### config.mk
export PLATFORM = sky130hd
export DESIGN_NAME = gpio_switch_reader
export DESIGN_NICKNAME = d
export VERILOG_FILES = /design/src/rtl/gpio_board_pkg.sv /design/src/rtl/gpio_debounce_bit.sv /design/src/rtl/gpio_switch_reader.sv
export SDC_FILE = /design/constraint.sdc
export NUM_CORES = 1
export LEC_CHECK = 0
export BUFFER_PORTS_ARGS = -buffer_cell sky130_fd_sc_hd__buf_2
export CAP_MARGIN = 20
export CORE_UTILIZATION = 45
export CTS_CLUSTER_DIAMETER = 200
export CTS_CLUSTER_SIZE = 20
export DETAILED_ROUTE_END_ITERATION = 12
export GPL_ROUTABILITY_DRIVEN = 1
export PLACE_DENSITY_LB_ADDON = 0.1
export SLEW_MARGIN = 20
export SYNTH_ARGS = -nofsm -noshare
export SYNTH_HDL_FRONTEND = slang
export SYNTH_SLANG_ARGS = --single-unit
### constraint.sdc
create_clock -name clock_50 -period 8.03 [get_ports clock_50]
set_clock_uncertainty 0.05 [all_clocks]
set_input_delay 2.409 -clock clock_50 [delete_from_list [all_inputs] [get_ports clock_50]]
set_output_delay 2.409 -clock clock_50 [all_outputs]
set_load 0.01 [all_outputs]
### src/rtl/gpio_board_pkg.sv
// Shared constants and helpers for the GPIO board blocks (switch reader, LED/display side).
package gpio_board_pkg;

    localparam int GPIO_WIDTH        = 32;
    localparam int GPIO_FRAME_CYCLES = 131072;
    localparam int GPIO_IDX_W        = 5;
    localparam int GPIO_DB_CNT_W     = 4;

    // Index of the lowest set bit; 0 when the vector is empty.
    function automatic logic [GPIO_IDX_W-1:0] lowest_set(input logic [GPIO_WIDTH-1:0] v);
        lowest_set = '0;
        for (int i = GPIO_WIDTH - 1; i >= 0; i--) begin
            if (v[i]) lowest_set = GPIO_IDX_W'(i);
        end
    endfunction

endpackage

### src/rtl/gpio_debounce_bit.sv
// One switch debouncer: counts consecutive differing ticks and flips the stable level
// after DEBOUNCE_N of them, emitting a one-cycle change pulse on the flipping tick.
module gpio_debounce_bit
    import gpio_board_pkg::*;
#(
    parameter int DEBOUNCE_N = 3
) (
    input  logic clk_i,
    input  logic rst_i,
    input  logic prime_i,
    input  logic tick_i,
    input  logic raw_i,
    output logic stable_o,
    output logic change_o
);

    localparam logic [GPIO_DB_CNT_W-1:0] LAST = GPIO_DB_CNT_W'(DEBOUNCE_N);

    logic [GPIO_DB_CNT_W-1:0] cnt_q, cnt_d;
    logic                     stable_q, stable_d;

    always_comb begin
        cnt_d    = cnt_q;
        stable_d = stable_q;
        change_o = 1'b0;
        if (prime_i) begin
            stable_d = raw_i;
            cnt_d    = '0;
        end else if (tick_i) begin
            if (raw_i == stable_q) begin
                cnt_d = '0;
            end else if (cnt_q + 1'b1 == LAST) begin
                stable_d = ~stable_q;
                cnt_d    = '0;
                change_o = 1'b1;
            end else begin
                cnt_d = cnt_q + 1'b1;
            end
        end
    end

    always_ff @(posedge clk_i or posedge rst_i) begin
        if (rst_i) begin
            cnt_q    <= '0;
            stable_q <= 1'b0;
        end else begin
            cnt_q    <= cnt_d;
            stable_q <= stable_d;
        end
    end

    assign stable_o = stable_q;

endmodule

### src/rtl/gpio_switch_reader.sv
// Debounces the 32 DIP switches once per scan frame and serializes changes as events.
// Optional GPIO_SW_SYNC_EN inserts a 2-flop synchronizer ahead of tick sampling.
module gpio_switch_reader
    import gpio_board_pkg::*;
#(
    parameter int TICK_DIV   = GPIO_FRAME_CYCLES,
    parameter int DEBOUNCE_N = 3
) (
    input  logic                  clock_50,
    input  logic                  reset,
    input  logic [GPIO_WIDTH-1:0] DIP_SW,
    output logic [GPIO_WIDTH-1:0] sw_stable,
    output logic                  sw_primed,
    output logic                  event_valid,
    input  logic                  event_ready,
    output logic [GPIO_IDX_W-1:0] event_index,
    output logic                  event_level
);

    localparam int TCW = (TICK_DIV > 1) ? $clog2(TICK_DIV) : 1;

    logic [TCW-1:0]        tick_cnt_q, tick_cnt_d;
    logic                  tick, prime, tick_en;
    logic                  primed_q, primed_d;
    logic [GPIO_WIDTH-1:0] sw_sample;
    logic [GPIO_WIDTH-1:0] stable_vec, change_vec;
    logic [GPIO_WIDTH-1:0] pending_q, pending_d, clear_mask;
    logic                  valid_q, valid_d;
    logic [GPIO_IDX_W-1:0] idx_q, idx_d, load_idx;
    logic                  level_q, level_d;
    logic                  slot_free, load;

`ifdef GPIO_SW_SYNC_EN
    logic [GPIO_WIDTH-1:0] sync1_q, sync2_q;

    always_ff @(posedge clock_50 or posedge reset) begin
        if (reset) begin
            sync1_q <= '0;
            sync2_q <= '0;
        end else begin
            sync1_q <= DIP_SW;
            sync2_q <= sync1_q;
        end
    end
    assign sw_sample = sync2_q;
`else
    assign sw_sample = DIP_SW;
`endif

    assign tick       = (tick_cnt_q == TCW'(TICK_DIV - 1));
    assign tick_cnt_d = tick ? '0 : tick_cnt_q + 1'b1;
    assign prime      = tick && !primed_q;
    assign tick_en    = tick && primed_q;
    assign primed_d   = primed_q | tick;

    for (genvar g = 0; g < GPIO_WIDTH; g++) begin : g_bit
        gpio_debounce_bit #(.DEBOUNCE_N(DEBOUNCE_N)) u_db (
            .clk_i    (clock_50),
            .rst_i    (reset),
            .prime_i  (prime),
            .tick_i   (tick_en),
            .raw_i    (sw_sample[g]),
            .stable_o (stable_vec[g]),
            .change_o (change_vec[g])
        );
    end

    // Event handshake: an event transfers on a cycle with event_valid && event_ready;
    // while event_valid is high and event_ready low, index and level hold unchanged.
    // A pending bit set by this cycle's tick survives a same-cycle load of that bit.
    always_comb begin
        slot_free  = !valid_q || event_ready;
        load       = slot_free && (pending_q != '0);
        load_idx   = lowest_set(pending_q);
        clear_mask = load ? (GPIO_WIDTH'(1) << load_idx) : '0;
        pending_d  = (pending_q & ~clear_mask) | change_vec;
        valid_d    = slot_free ? load : valid_q;
        idx_d      = load ? load_idx : idx_q;
        level_d    = load ? stable_vec[load_idx] : level_q;
    end

    always_ff @(posedge clock_50 or posedge reset) begin
        if (reset) begin
            tick_cnt_q <= '0;
            primed_q   <= 1'b0;
            pending_q  <= '0;
            valid_q    <= 1'b0;
            idx_q      <= '0;
            level_q    <= 1'b0;
        end else begin
            tick_cnt_q <= tick_cnt_d;
            primed_q   <= primed_d;
            pending_q  <= pending_d;
            valid_q    <= valid_d;
            idx_q      <= idx_d;
            level_q    <= level_d;
        end
    end

    assign sw_stable   = stable_vec;
    assign sw_primed   = primed_q;
    assign event_valid = valid_q;
    assign event_index = idx_q;
    assign event_level = level_q;

endmodule

# Yosys cells after proc, flatten, opt, wreduce, memory -nomap -nowiden

Index checks and enable logic that the tools add are counted.

Output and inout port bits: 40
Word-level logic and storage cells: 730
Register bits after elaboration: 217

Eq/ne operators: 97
Add/subtract/negate cells: 33
Mux-type cells: 420
Shift operators: 1
Bitwise gates (word level): 36
Reduce and logical (&&, ||, !) cells: 72
Magnitude comparators: 1

Operators by type and width:

| cell                                                   | number |
|---|---|
| two-way mux 4 bit                                      | 128 |
| two-way mux 1 bit                                      | 257 |
| two-way mux 5 bit                                      | 32 |
| adder 4 x 1 -> 4 bit (second input constant)           | 32 |
| equality test 4 x 2 -> 1 bit (second input constant)   | 32 |
| AND reduction 3 bit                                    | 32 |
| nonzero test 2 bit                                     | 33 |
| inequality test 2 bit (second input constant)          | 31 |
| AND 32 bit                                             | 1 |
| equality test 1 bit                                    | 32 |
| two-way mux 32 bit                                     | 1 |
| inverter 1 bit                                         | 32 |
| inverter 32 bit                                        | 1 |
| bitwise OR 32 bit                                      | 1 |
| nonzero test 32 bit                                    | 1 |
| << shifter 1 x 5 -> 32 bit (first input constant)      | 1 |
| adder 17 x 1 -> 17 bit (second input constant)         | 1 |
| equality test 17 bit (second input constant)           | 1 |
| two-way mux 17 bit                                     | 1 |
| < comparator 5 x 6 -> 1 bit (second input constant)    | 1 |
| binary-select mux 1 bit (select 5 bit)                 | 1 |
| logical AND 1 bit                                      | 3 |
| zero test 1 bit                                        | 2 |
| inequality test 2 x 1 -> 1 bit (second input constant) | 1 |
| other kinds (2)                                        | 2 |

# Logic depth before layout (Yosys ltp)

Depth in word-level cells: 37
Gate-level depth with buffers: 15
Gate-level depth less buffers: 12

# Cells and area by module

A second synthesis with hierarchy kept.

Cells, all modules: 1480
Area total of the unflattened synthesis: 13651.8 sq um

By module, submodules not included:

| module             | area an instance (sq um) | cells an instance | instances |
|---|---|---|---|
| gpio_debounce_bit  | 324.1                    | 35                | 32 |
| gpio_switch_reader | 3281.9                   | 360               | 1 |

# Least setup slack after synthesis

No wires, ideal clock.

Kind: input to register
From: input event_ready
To: register pending_q[27]
Cell stages on the path: 5
Data arrival time: 3250 ps
Required time: 7846 ps
Buffers on the path: 0
Setup slack: 4595 ps
Cell sequence: nor2b_1 -> nor4_2 -> nand2_1 -> o21ai_0 -> o21ai_0

Longest elaborated chain between the ends: 6

RTL lines:

| element                 | line                     | RTL |
|---|---|---|
| start, declared         | gpio_switch_reader.sv:15 | `input logic event_ready,` |
| logical OR 1 bit        | gpio_switch_reader.sv:72 | `slot_free = !valid_q \|\| event_ready;` |
| logical AND 1 bit       | gpio_switch_reader.sv:73 | `load = slot_free && (pending_q != '0);` |
| two-way mux 32 bit      | gpio_switch_reader.sv:75 | `clear_mask = load ? (GPIO_WIDTH'(1) << load_idx) : '0;` |
| inverter 32 bit         | gpio_switch_reader.sv:76 | `pending_d = (pending_q & ~clear_mask) \| change_vec;` |
| AND 32 bit              | gpio_switch_reader.sv:76 |  |
| bitwise OR 32 bit       | gpio_switch_reader.sv:76 |  |
| named net pending_d[27] | gpio_switch_reader.sv:27 | `logic [GPIO_WIDTH-1:0] pending_q, pending_d, clear_mask;` |
| end signal, assigned    | gpio_switch_reader.sv:93 | `pending_q <= pending_d;` |
| end, declared           | gpio_switch_reader.sv:27 |  |

The timed path passes the listed nets, and every way through them passes these cells.
A chain may end at the register's enable or synchronous reset.

# Final worst setup path

From: register tick_cnt_q[5]
To: register g_bit[11].u_db.stable_q

Longest elaborated chain between the ends: 4
Elaborated cells between the ends (all ways): 8
Those cells by class: eq/ne: 2; mux: 1; reduce/logical: 5

RTL lines:

| element                                                                      | line                                               | RTL |
|---|---|---|
| start, declared                                                              | gpio_switch_reader.sv:22                           | `logic [TCW-1:0] tick_cnt_q, tick_cnt_d;` |
| start signal, assigned                                                       | gpio_switch_reader.sv:91                           | `tick_cnt_q <= tick_cnt_d;` |
| equality test 17 bit (*)                                                     | gpio_switch_reader.sv:50                           | `assign tick = (tick_cnt_q == TCW'(TICK_DIV - 1));` |
| logical AND 1 bit, on equally long branches                                  | gpio_switch_reader.sv:52, gpio_switch_reader.sv:53 |  |
| inequality test 2 bit (no line) / nonzero test 2 bit (equally long branches) | -                                                  |  |
| AND reduction 3 bit (no line)                                                | -                                                  |  |
| end signal, assigned                                                         | gpio_debounce_bit.sv:48                            | `stable_q <= stable_d;` |
| end, declared                                                                | gpio_debounce_bit.sv:20                            | `logic stable_q, stable_d;` |

Mark *: on every way between the ends. The rest lies on a longest branch, timed or not.

==> impl_metrics.toml <==
[run_status]
status = "completed"

[floorplan]
die_x_um = 169
dieArea_um2 = 28700
ios = 75
start_util_pct = 46.3
chipHeight_um = 169
num_rows = 60
fp.coreArea_um2 = 27200

[drt]
wl_per_cell_um = 16.4
wl_um = 29500
routed-via-count = 9733
antenna_left = 0
via_per_inst = 5.42
post-route-drc-count = 0
drt_iter0_markers = 624
dr.pass1.iters = 6

[layout]
final_cell_mix = "nand2_1, dfrtp_1, o21ai_0"
design_area_um2 = 13500
antenna_cells = 0
finalNetCount = 1525
instances_no_fill = 1796
drive_above_1_share_pct = 10.9
layout_commonest_cell = "nand2_1"
n_fill_cell = 2644
syn2layout_area_growth_pct = 7.14

[global_route]
overflow = 0
grtUsageTotal_pct = 21.1
grt_max_degree = 112
first_global_vias = 9168
antenna_found_initial = 0
grt_util_met1_pct = 30.5
grt_use_met2_pct = 33.9
grt_pass1_wl_um = 48600
use_met3_pct = 2.59
top_usage_layer = "met2"

[cts]
numCtsBuffers = 14
root_buffer = "clkbuf_16"
clockBufferDepth = 3
cts_max_level = 1
hold_buffers = 0
clk_pin_slew_ns = 0.09
postCtsSetupBuffers = 0
clk_latency_ns = 0.49
cts_tree = "built"
cts.sinks = 217
cts_resized = 0

[yosys]
yosysWarnings = 0
synth_top_family_by_area = "simple AND/OR/NAND/NOR gates"
synthMuxAreaShare_pct = 6.30
synth_fa_ha_area_share_pct = 6.56
ys_ff_latch = 217
synth_nets = 1500
syn_area_per_cell_um2 = 9.00
ys.flop_type = "dfrtp_1"
ys_seq_area_share_pct = 43.1
async_flop_share_pct = 100
synth.area.top_cells = "dfrtp_1, nand2_1, o21ai_0"
synth_simple_gate_area_share_pct = 17.4
synth_cells = 1399
yosysTopAreaCellShare_pct = 43.1
synth-edff-count = 0
synth_xor_area_share_pct = 6.19
synth_top_cell_by_area = "dfrtp_1"
synth-compound-area-share_pct = 14.3
synth_area_um2 = 12600
ys_types = 57

[worst_setup_path]
rr_startpoint = "tick_cnt_q[5]"
crit_type = "reg -> reg"
cp_max_fo = 78
worst-endpoint-arrival_ns = 4.25
cp_data_required_time_ns = 8.37
rrSetupSlack_ns = 4.12
r2r_end = "g_bit[11].u_db.stable_o"
worst_setup_path_end_kind = "register"
ff2ff_path_depth = 11
start_kind = "register"

[placed_design]
dp_cells = 1780
gp_congestion = 0.939
hpwlAfterDp_um = 20900
placed_cell_area_um2 = 13100
io_buffers = 74
place_ws_ns = 3.91

[power]
p_sw_uw = 437
p_seq_share_pct = 58.7
pwr-share-clk_pct = 37.3
max-vdd-ir-drop_v = 0.000117
power_density_nw_per_um2 = 141
combinationalPowerShare_pct = 4.0
power.internal_uw = 1460
switching_share_pct = 23.0
power_leakage_uw = 0.00605

[sta]
finalWorstSetupSlack_ns = 4.12
final_hold_viol_count = 0
finalSetupViolCount = 0
drv_slew = 0
period_needed_ns = 3.91
worst_pin_slew_ns = 0.966
tns_ns = 0
rsz0062_at_grt = "no"
hold-worst-slack_ns = 0.429
timing.final.crit_share_pct = 48.7
slew_headroom_pct = 35.6
max_clock_freq_ghz = 0.256

[worst_hold_path]
worst_hold_path.endpoint = "tick_cnt_q[0]"
hold_start = "tick_cnt_q[0]"
hold_path_depth = 1
min_path_type = "reg -> reg"

[run]
cap_viol_max_count = 0
-- critical path: stages (launching register included) --
cell and delay (ns):
dfrtp_1 0.40, and3_1 0.21, and3_1 0.23, nand3_1 0.11, nor2_1 0.14, nand3_1 0.13
nor2_1 0.20, ha_4 0.36, buf_4 0.68, buf_4 0.75, nand2_1 0.13, mux2_2 0.30
-- metal layers --
layer | share of wire, % | wire length, um | vias to the layer above
met4 | 1.7 | 493 | 0
met1 | 49 | 14400 | 4721
met3 | 3.5 | 1020 | 26
met2 | 46 | 13600 | 161
li1 | - | - | 4825
met5 | 0 | 0 | -
-- per-stage QoR --
step | util, % | power [uW]
2_1_floorplan | - | 1190
3_3_place_gp | 48.2 | 1210
3_5_place_dp | 48.2 | 1210
4_1_cts | 49.6 | 1930
5_1_grt | 49.6 | 1970
6_report | 49.6 | 1900
-- sequential cells by signal (all words and copies together) (netlist names) --
register,flops
event_index,5
event_level,1
event_valid,1
g_bit.u_db.cnt_q,128
g_bit.u_db.stable_o,32
pending_q,32
sw_primed,1
tick_cnt_q,17
-- power groups by stage --
stage | clock network [uW] | registers (uW) | logic, uW
floorplan | 0 | 1130 | 55.6
global placement | 0 | 1140 | 78.1
detailed placement | 0 | 1140 | 78.3
CTS | 738 | 1110 | 78.3
global route | 773 | 1120 | 86.7
finish | 707 | 1110 | 75.6
-- cell usage after synthesis (3+ instances only) --
| cell | number |
|---|---|
| o2bb2ai_1 | 8 |
| o22ai_1 | 61 |
| ha_1 | 66 |
| mux2_2 | 34 |
| nand3_1 | 60 |
| and3_1 | 28 |
| xnor2_1 | 47 |
| a211oi_1 | 8 |
| a21oi_1 | 14 |
| nor4_1 | 10 |
| o211ai_1 | 10 |
| inv_1 | 99 |
| nor2_1 | 33 |
| nor2b_1 | 5 |
| nand2b_1 | 4 |
| o31ai_1 | 6 |
| nand2_1 | 258 |
| o21ai_0 | 173 |
| buf_4 | 32 |
| xor2_1 | 42 |
| dfrtp_1 | 217 |
| or4_1 | 3 |
| clkbuf_1 | 36 |
| or3_1 | 9 |
| nor3_1 | 26 |
| and2_1 | 28 |
| mux2i_1 | 41 |
-- area by class of cell --
cell class	count	area [um2]	share of cell area, %
repair buffers	81	435	3.23
flip-flops and latches	217	5430	40.2
clock inverters	1	5.00	0.0371
inverters	99	375	2.78
multi-input cells	1011	6400	47.5
well taps	372	465	3.45
clock buffers	15	375	2.78
-- logic make-up (layout without fill, tap and decap cells) --
family	Yosys count	after routing
mux	75	75
buf+inv	171	196
simple gates	479	479
flops	217	217
xor+xnor	89	89
fa+ha+maj	66	66
compound gates	302	302
-- how the worst max path moves through the flow --
stage | startpoint | end
after floorplan | reset | event_index[0]
after CTS | tick_cnt_q[5] | g_bit[11].u_db.stable_o
after global routing | tick_cnt_q[5] | g_bit[24].u_db.cnt_q[3]
after global placement | reset | tick_cnt_q[1]
after detailed placement | reset | tick_cnt_q[1]
final | tick_cnt_q[5] | g_bit[11].u_db.stable_o
(Power assumes the default switching activity.)
